--- config.mk ---
export PLATFORM = sky130hd
export DESIGN_NAME = serial_adder
export DESIGN_NICKNAME = d
export VERILOG_FILES = /design/src/rtl/serial_adder.sv
export SDC_FILE = /design/constraint.sdc
export NUM_CORES = 1
export LEC_CHECK = 0
export ABC_AREA = 1
export CELL_PAD_IN_SITES_DETAIL_PLACEMENT = 1
export CELL_PAD_IN_SITES_GLOBAL_PLACEMENT = 2
export CORE_MARGIN = 2
export CORE_UTILIZATION = 27
export DETAILED_ROUTE_END_ITERATION = 8
export GPL_TIMING_DRIVEN = 0
export PLACE_DENSITY_LB_ADDON = 0.2
export SYNTH_ARGS = -nofsm -noshare
export SYNTH_HDL_FRONTEND = slang
export SYNTH_SLANG_ARGS = --single-unit
--- constraint.sdc ---
create_clock -name clk -period 1.1 [get_ports clk]
set_input_delay 0.165 -clock clk [delete_from_list [all_inputs] [get_ports clk]]
set_output_delay 0.165 -clock clk [all_outputs]
set_load 0.005 [all_outputs]
--- src/rtl/serial_adder.sv ---
// serial_adder: bit-serial WIDTH-bit adder with one full-adder cell, LSB first,
// start/busy/done handshake and a registered result.
module serial_adder #(
  parameter int WIDTH = 8
) (
  input  logic             clk,
  input  logic             rst_n,
  input  logic             start_i,
  input  logic [WIDTH-1:0] a_i,
  input  logic [WIDTH-1:0] b_i,
  input  logic             cin_i,
  output logic             busy_o,
  output logic             done_o,
  output logic [WIDTH-1:0] sum_o,
  output logic             cout_o
);
  localparam int CW = $clog2(WIDTH);
  typedef enum logic [1:0] {IDLE, RUN, DONE} state_t;
  state_t           state_q, state_d;
  logic [WIDTH-1:0] a_q, a_d, b_q, b_d, w_q, w_d, sum_q, sum_d;
  logic             c_q, c_d, cout_q, cout_d, s, c, last;
  logic [CW-1:0]    cnt_q, cnt_d;
  always_ff @(posedge clk or negedge rst_n) begin
    if (!rst_n) begin
      state_q <= IDLE;
      a_q     <= '0;
      b_q     <= '0;
      w_q     <= '0;
      sum_q   <= '0;
      c_q     <= 1'b0;
      cout_q  <= 1'b0;
      cnt_q   <= '0;
    end else begin
      state_q <= state_d;
      a_q     <= a_d;
      b_q     <= b_d;
      w_q     <= w_d;
      sum_q   <= sum_d;
      c_q     <= c_d;
      cout_q  <= cout_d;
      cnt_q   <= cnt_d;
    end
  end
  always_comb begin
    s       = a_q[0] ^ b_q[0] ^ c_q;
    c       = (a_q[0] & b_q[0]) | (c_q & (a_q[0] ^ b_q[0]));
    last    = cnt_q == CW'(WIDTH - 1);
    state_d = state_q;
    a_d     = a_q;
    b_d     = b_q;
    w_d     = w_q;
    sum_d   = sum_q;
    c_d     = c_q;
    cout_d  = cout_q;
    cnt_d   = cnt_q;
    // start is honoured from IDLE and DONE alike, which gives back-to-back issue
    if (state_q != RUN && start_i) begin
      state_d = RUN;
      a_d     = a_i;
      b_d     = b_i;
      w_d     = '0;
      c_d     = cin_i;
      cnt_d   = '0;
    end else if (state_q == RUN) begin
      a_d   = {1'b0, a_q[WIDTH-1:1]};
      b_d   = {1'b0, b_q[WIDTH-1:1]};
      w_d   = {s, w_q[WIDTH-1:1]};
      c_d   = c;
      cnt_d = last ? '0 : cnt_q + CW'(1);
      if (last) begin
        state_d = DONE;
        sum_d   = {s, w_q[WIDTH-1:1]};
        cout_d  = c;
      end
    end else begin
      state_d = IDLE;
    end
  end
  assign busy_o = state_q == RUN;
  assign done_o = state_q == DONE;
  assign sum_o  = sum_q;
  assign cout_o = cout_q;
endmodule

==> results by group, run 1 <==
Routing
  • Initial drt markers: 60
  • DR vias: 1476
  • ANT nets after route: 0
  • Post-route DRC: 0
  • Vias per Instance: 4.76
  • Drt total wl: between 4 and 5 mm
  • DR WL/cell: 15.8 um
  • DRT Pass-1 Iters: 4

Place
  • Placed cells: 290
  • Port Buf Inserts: 29
  • Pre-CTS setup slack: -0.517 ns
  • Hpwl dp: 3.03 mm
  • GP Congestion: 0.717

Hold path
  • HP Class: input port to asynchronous set/reset pin

Global route
  • Tot GR Track Use: 15.4%
  • Vias in the first global route: 1555
  • Initial antenna violation count: 0
  • First-pass GRT wire length: roughly 7.7 mm
  • Largest net degree at the start of global routing: 39
  • Overflow after GRT: 0

STA
  • Slew HR: between 40% and 50%
  • Hold WS: -0.00662 ns
  • Fmax: 777 MHz
  • Unrepaired setup endpoints after global routing: true
  • Measured slew at the worst slew-check pin: a little under 0.9 ns
  • Final worst-path cycle share: 117%
  • Final Critical Period: 1.29 ns
  • Clk_skew: 0.00511 ns
  • PnR worst setup slack: -0.186 ns
  • Max-slew violations: 0
  • Final count of hold timing violations: 18
  • Setup violators final: 40

Final layout
  • Share of cells above drive strength 1: 25.1%
  • Finished Layout Cells: just over 300
  • NumNets Final: 259
  • P&R area growth vs syn: 42.1%
  • N_diodes: 0
  • Most common cell after layout, fill and taps aside: nand2_1
  • Commonest non-fill, non-tap cells in the layout: nand2_1, nand3_1, dfrtp_1, clkdlybuf4s50_1

Clocking
  • Clk root buf: clkbuf_8
  • Sink Count: 38
  • Clock Path Buffers: 2
  • Clock-pin slew on the worst setup and hold paths: about 0.070 ns
  • Clock Latency Late Sink: 0.29 ns
  • CTS H-tree lvls: 2
  • TritonCTS clock tree: yes
  • CTS Buf Count: 5

Power and ir drop
  • Power Density: between 2000 and 3000 nW/um2
  • Clk network pwr share: 15.7%
  • Seq pwr share: 38.1%
  • Peak VDD IR: about 0.8 mV
  • Pleak: 1.17 nW
  • P_sw: 2.43 mW
  • Cell Int Power: roughly 3.8 mW
  • Combinational fraction of design power: 46.2%
  • Sw frac: between 30 and 40%

Critical path
  • CP arrival: 1.12 ns
  • Crit-path max FO: 2
  • Critical path type: register to output port
  • Type of origin of the critical path: register
  • Critical Path Sink Type: output port
  • CP required: 0.94 ns

Yosys
  • Mapped Area: ~1700 um2
  • Area leader, netlist: dfrtp_1
  • Synth Register Bits: 38
  • Synth top area cells: dfrtp_1, nand2_1, nand3_1
  • Avg Inst Size Synth: about 9 um2
  • Synth cell types: 14
  • Seq/Total Area, Yosys: between 50% and 60%
  • Yosys top cell area share: 57.6%
  • Yosys warning count: 0
  • Syn Inst Count: 186
  • Syn nets: 209

Die
  • IO Pins: 31
  • Die area: between 6000 and 7000 um2
  • Die height: ~82 um
  • Core footprint: 5920 um2
  • Floorplan row count: 28
  • Initial core utilization: between 20% and 30%
  • Die X-Extent: 82.2 um

Run status
  • Failing checks: hold timing, setup timing
  • Outcome: finished, violations left

Run
  • Max Cap Violations: 0
[cell type report]
class / count / area [um2]
fillers: 699 / 3580
well taps: 75 / 93.8
flip-flops and latches: 38 / 952
inverters: 5 / 26.3
repair buffers: 42 / 388
plain buffers: 10 / 82.6
clock buffers: 6 / 82.6
multi-input cells: 134 / 719
[worst paths after layout]
kind                                         from                      to  slack (ns)  cells after the start
min reg2reg                  sum_o[3]$_DFFE_PN0P_    sum_o[3]$_DFFE_PN0P_        0.48                      2
max                        state_q[0]$_DFFE_PN0P_                  busy_o       -0.19                      5
max reg2reg                state_q[0]$_DFFE_PN0P_      w_q[2]$_DFFE_PN0P_       -0.16                      8
min                                         rst_n    sum_o[1]$_DFFE_PN0P_      -0.007                      1
min in group clk                          start_i      a_q[1]$_DFFE_PN0P_        0.28                      3
max in group asynchronous                   rst_n  state_q[1]$_DFFE_PN0P_        0.50                      1
[stage by stage]
stage / power, mW / cell area (um2) / hold WS (ns) / setup TNS [ns] / utilization [%]
after floorplan: 3.68 / 1670 / -0.131 / -0.139 / -
after global placement: 4.51 / 2050 / 0.458 / -43.76 / 34.7
after detailed placement: 4.63 / 2050 / 0.337 / -3.48 / 34.6
after CTS: 6.14 / 2300 / 0.0207 / -5.03 / 38.9
after global routing: 6.68 / 2340 / 0.0470 / -5.61 / 39.6
final: 6.21 / 2340 / -0.00662 / -3.27 / 39.6
[Yosys cell counts, drive strengths merged]
library cell and count:
buf 10, dfrtp 38, fa 1, ha 2, inv 5, nand2 77
nand3 48, nor2 5
[power by group through the flow]
stage               Combinational [mW]  Clock (mW)  Sequential [mW]
floorplan                         1.40           0             2.28
global placement                  2.19           0             2.32
detailed placement                2.27           0             2.37
CTS                               2.78        1.01             2.35
global route                      3.19        1.07             2.43
finish                            2.87       0.974             2.36
[cells by family (layout without fill, tap and decap cells)]
family	after synthesis	count (layout)	synth area share, %
DFF	38	38	57.6
adders and majority gates	3	3	2.73
and+or+nand+nor	130	131	34.5
buffers and inverters	15	63	5.15
[per-layer routing]
metal  up-vias  GRT usage [%]  part of all wire, %  wire, um
li1        698              -                    -         -
met1       744           20.2                   47      2290
met2        29           24.5                   48      2360
met3         5           4.57                  3.7       179
met4         0           5.00                  1.1        55
met5         -              0                    0         0
[state kept, by name, summed over array words and instances (netlist names)]
name and count:
w_q 7, cout_o 1, b_q 8, a_q 8, state_q 2, c_q 1
cnt_q 3, sum_o 8
[worst max-delay path, cell delays in order, from the launching register on]
cell and delay, ns:
dfrtp_1 0.39, buf_6 0.13, inv_6 0.05, nor2_8 0.04
buf_6 0.12, buf_6 0.10
[repair_timing]
action                     4_1_cts  5_1_grt
resized for setup               54       13
buffers inserted                10        2
cloned                           2        1
setup endpoints to repair       49       42
hold buffers                     0        0
pin swaps                        5        7
Note: power is estimated with default switching activity, not from simulation.
==> run 2: changes to the inputs <==
CTS_CLUSTER_SIZE = 8   (was not set)
PLACE_DENSITY = 0.69   (was not set)
PLACE_DENSITY_LB_ADDON = not set   (was 0.2)
==> run 2 against run 1 <==
  * The flow finishes with violations (setup timing)
  * Fmax is 2.0% lower
  * Worst setup slack worse by 0.026 ns
  * Register-to-register slack hardly changed
  * Utilization is 0.11 points higher
  * Final area is 0.27% higher
  * Non-clock buffer count stayed put
  * Power is 1.8% lower
  * Critical endpoint unchanged
  * Largest power group unchanged
==> results by group, run 2 (synthesis gave the netlist of run 1 again) <==
Power and ir drop
  • Pleak: between 1 and 1.5 nW
  • Power Density: about 2600 nW/um2
  • Peak VDD IR: 0.905 mV

Run status
  • Failing checks: setup timing
  • Outcome: finished, violations left

Critical path
  • Type of origin of the critical path: register
  • CP arrival: 1.15 ns
  • Crit-path max FO: 2
  • R2R Setup Slk: -0.16 ns
  • Critical Path Sink Type: output port
  • Critical path type: register to output port
  • CP required: 0.94 ns

Clocking
  • Clock Latency Late Sink: 0.30 ns
  • Clk root buf: clkbuf_8
  • Clock Path Buffers: 2
  • Clock-pin slew on the worst setup and hold paths: 0.08 ns
  • CTS H-tree lvls: 2
  • Sink Count: 38
  • TritonCTS clock tree: yes
  • CTS Buf Count: 5

Die
  • Initial core utilization: 27.9%
  • Floorplan row count: 28
  • IO Pins: 31
  • Die X-Extent: roughly 80 um
  • Core footprint: 5920 um2
  • Die height: 82.2 um
  • Die area: 6750 um2

STA
  • Measured slew at the worst slew-check pin: 0.311 ns
  • Final worst-path cycle share: 119%
  • PnR worst setup slack: -0.212 ns
  • Slew HR: between 70% and 80%
  • Final Critical Period: ~1.3 ns
  • Unrepaired setup endpoints after global routing: true
  • Clk_skew: 0.00956 ns
  • Setup violators final: 34
  • Fmax: 762 MHz
  • Final count of hold timing violations: 0
  • Hold WS: between 0.2 and 0.3 ns
  • Max-slew violations: 0

Final layout
  • Sequential Area: roughly 950 um2
  • Multi-input gate area: 687 um2
  • Final instance area: approximately 2400 um2
  • N_diodes: 0
  • P&R area growth vs syn: 42.5%
  • Filler Cells Inserted: 708
  • Commonest non-fill, non-tap cells in the layout: nand2_1, nand3_1, dfrtp_1, clkdlybuf4s50_1, buf_6
  • Final design utilization: between 30% and 40%
  • Finished Layout Cells: 311
  • Share of cells above drive strength 1: 22.5%
  • NumNets Final: about 260
  • Most common cell after layout, fill and taps aside: nand2_1

Global route
  • First-pass GRT wire length: 7.56 mm
  • Tot GR Track Use: 15.5%
  • Vias in the first global route: 1465
  • Largest net degree at the start of global routing: 28
  • Initial antenna violation count: 0
  • Overflow after GRT: 0

Place
  • Hpwl dp: 2.96 mm
  • Port Buf Inserts: 29
  • Cell area after placement: about 2100 um2
  • Placed cells: slightly below 300
  • Pre-CTS setup slack: -0.518 ns
  • GP Congestion: 0.707

Routing
  • Initial drt markers: 60
  • Post-route DRC: 0
  • DR vias: 1426
  • DR WL/cell: 14.4 um
  • Vias per Instance: between 4 and 5
  • Drt total wl: about 4.5 mm
  • ANT nets after route: 0
  • DRT Pass-1 Iters: 4

Run
  • Max Cap Violations: 0

Hold path
  • HP Class: input port to register
[run 2: critical path, cell delays in order (launching register included)]
cell and delay, ns:
dfrtp_1 0.40, buf_6 0.13, inv_4 0.06, nor2_8 0.04, buf_6 0.12, buf_6 0.10
[run 2: routing by layer]
layer  vias to the layer above  wire (um)  global-route usage [%]
met3                         8         82                    2.28
met5                         -          0                       0
met2                        16       2120                    23.5
met4                         0        107                    8.50
met1                       705       2180                    21.3
li1                        697          -                       -
[run 2: path summary, 6_finish.rpt]
check	from	endpoint	cells past startpoint
max	state_q[0]$_DFFE_PN0P_	busy_o	5
min	start_i	b_q[2]$_DFFE_PN0P_	3
max reg2reg	state_q[0]$_DFFE_PN0P_	w_q[7]$_DFFE_PN0P_	8
min reg2reg	a_q[7]$_DFFE_PN0P_	a_q[7]$_DFFE_PN0P_	2
max in group asynchronous	rst_n	state_q[1]$_DFFE_PN0P_	3
min in group asynchronous	rst_n	cnt_q[2]$_DFFE_PN0P_	2
[run 2: what timing repair did]
item | CTS | global route
pin swaps | 2 | 7
gates cloned | 2 | 0
buffers inserted | 8 | 1
resized for setup | 47 | 14
hold buffers | 1 | 0
endpoints found under the hold margin | 11 | 0
setup endpoints to repair | 49 | 40
[run 2: power by group]
| part | internal [mW] | total [mW] | switching, mW |
|---|---|---|---|
| logic | 1.32 | 2.74 | 1.42 |
| clock network | 0.506 | 1.01 | 0.507 |
| registers | 1.96 | 2.34 | 0.378 |
[run 2: area by class of cell]
type                    count  share of cell area (%)
repair buffers             42                    17.6
well taps                  75                    3.99
multi-input cells         133                    29.2
inverters                   5                    1.01
clock buffers               7                    3.67
plain buffers              10                    3.83
flip-flops and latches     38                    40.5
clock inverters             1                   0.213
[run 2: per-stage QoR]
stage          TNS, ns  total power [mW]
2_1_floorplan   -0.139              3.68
3_3_place_gp    -47.20              4.55
3_5_place_dp     -3.27              4.61
4_1_cts          -5.10              6.07
5_1_grt          -5.80              6.63
6_report         -3.34              6.09
==> run 3: changes to the inputs <==
CELL_PAD_IN_SITES_DETAIL_PLACEMENT = 2   (was 1)
CORE_UTILIZATION = 33   (was 27)
DONT_BUFFER_PORTS = 1   (was not set)
SKIP_CTS_REPAIR_TIMING = 1   (was not set)
==> run 3 against run 2 <==
  * Routed wire length increased by 4.6%
  * The run still ends with setup timing left
  * Hold slack got worse by 0.26 ns
  * Clock power about the same
  * Sequential cell count unchanged
  * Clock skew decreased by 0.0034 ns
  * Combinational power decreased by 4%
  * Via count decreased by 3.5%
  * Fmax increased by 5.7%
  * Sequential power increased by 3%
  * Largest cell class unchanged
  * Die area decreased by 17%
  * Sequential share of layout area increased by 4.9 points
  * Critical endpoint unchanged
==> results by group, run 3 (synthesis gave the netlist of run 1 again) <==
Global route
  • Largest net degree at the start of global routing: 39
  • First-pass GRT wire length: 7.01 mm
  • Vias in the first global route: 1406
  • Tot GR Track Use: 16.9%
  • Initial antenna violation count: 0
  • Overflow after GRT: 0

STA
  • Hold WS: between 0.02 and 0.025 ns
  • Final worst-path cycle share: 113%
  • Final count of hold timing violations: 0
  • Slew HR: 83.8%
  • Fmax: ~800 MHz
  • Unrepaired setup endpoints after global routing: true
  • Setup Total Neg Slack: -2.66 ns
  • Max-slew violations: 0
  • PnR worst setup slack: -0.141 ns
  • Measured slew at the worst slew-check pin: 0.243 ns
  • Setup violators final: 39
  • Final Critical Period: around 1.2 ns
  • Clk_skew: between 0.006 and 0.007 ns

Hold path
  • HP Class: input port to register
  • Hold Startpoint: b_i[7]

Routing
  • DR vias: 1376
  • Post-route DRC: 0
  • ANT nets after route: 0
  • DR WL/cell: 17.0 um
  • Initial drt markers: 23
  • Vias per Instance: 4.99
  • Drt total wl: about 4.7 mm
  • DRT Pass-1 Iters: 4

Die
  • Floorplan row count: 25
  • Core footprint: 4790 um2
  • Initial core utilization: 34.5%
  • Die height: 74.7 um
  • Die area: 5580 um2
  • Die X-Extent: 74.7 um
  • IO Pins: 31

Critical path
  • Buf/Inv on CP: 2
  • CP required: 0.94 ns
  • CP peak stage delay: 0.39 ns
  • Crit-path max FO: 7
  • Crit path max-delay cell type: dfrtp_1
  • CP cell instances: inv_2, nor2_8, buf_8
  • R2r startpoint: cnt_q[0]$_DFFE_PN0P_
  • Type of origin of the critical path: register
  • CP arrival: 1.08 ns
  • Critical path's top delay family: flip-flops
  • Critical Path Sink Type: output port
  • Critical path type: register to output port
  • Setup crit start: state_q[0]$_DFFE_PN0P_

Place
  • Pre-CTS setup slack: -0.177 ns
  • Placed cells: 253
  • GP Congestion: 0.780
  • Hpwl dp: 3.02 mm
  • Port Buf Inserts: 0

Run
  • Max Cap Violations: 0

Final layout
  • Most common cell after layout, fill and taps aside: nand2_1
  • Filler Cells Inserted: 542
  • NumNets Final: approximately 230
  • P&R area growth vs syn: 27.1%
  • N_diodes: 0
  • Commonest non-fill, non-tap cells in the layout: nand2_1, nand3_1, dfrtp_1, nand2_2, buf_4
  • Finished Layout Cells: 276
  • Final design utilization: 43.8%
  • Share of cells above drive strength 1: 27.8%

Clocking
  • Clk root buf: clkbuf_8
  • Clock-pin slew on the worst setup and hold paths: 0.07 ns
  • Clock Path Buffers: 2
  • CTS H-tree lvls: 2
  • Sink Count: 38
  • TritonCTS clock tree: yes
  • CTS Buf Count: 5
  • Clock Latency Late Sink: 0.29 ns

Power and ir drop
  • Pleak: 1.06 nW
  • Power Density: 2890 nW/um2
  • Peak VDD IR: 0.969 mV

Run status
  • Outcome: finished, violations left
  • Failing checks: setup timing
[run 3: through the flow]
step / cell area [um2] / power, mW
after floorplan: 1670 / 3.68
after global placement: 1750 / 4.13
after detailed placement: 1750 / 4.28
after CTS: 1840 / 5.28
after global routing: 2100 / 6.53
final: 2100 / 6.05
[run 3: final cells by class]
| cell class | count | area, um2 | area share [%] |
|---|---|---|---|
| plain buffers | 10 | 80.1 | 3.82 |
| clock buffers | 7 | 86.3 | 4.11 |
| clock inverters | 1 | 5.00 | 0.239 |
| well taps | 67 | 83.8 | 4.00 |
| repair buffers | 15 | 168 | 7.99 |
| flip-flops and latches | 38 | 952 | 45.4 |
| inverters | 5 | 21.3 | 1.01 |
| multi-input cells | 133 | 702 | 33.5 |
[run 3: final timing paths]
kind | slack (ns) | cells after the start | to
min in group asynchronous | 0.38 | 2 | sum_o[3]$_DFFE_PN0P_
worst min-delay path | 0.02 | 2 | b_q[7]$_DFFE_PN0P_
worst max-delay path | -0.14 | 3 | busy_o
max in group asynchronous | 0.53 | 2 | state_q[1]$_DFFE_PN0P_
worst max register to register | -0.13 | 7 | sum_o[2]$_DFFE_PN0P_
worst min register to register | 0.50 | 2 | a_q[1]$_DFFE_PN0P_
[run 3: where the power goes]
| part | switching, mW | total (mW) | internal [mW] |
|---|---|---|---|
| combinational | 1.45 | 2.64 | 1.20 |
| sequential | 0.449 | 2.41 | 1.96 |
| clock | 0.494 | 1.00 | 0.506 |
[run 3: layer usage]
layer	part of all wire [%]	track usage [%]	wire length (um)
met1	46	23.5	2180
met2	50	26.5	2330
met3	3.2	4.42	150
met4	0.75	4.17	35
met5	0	0	0
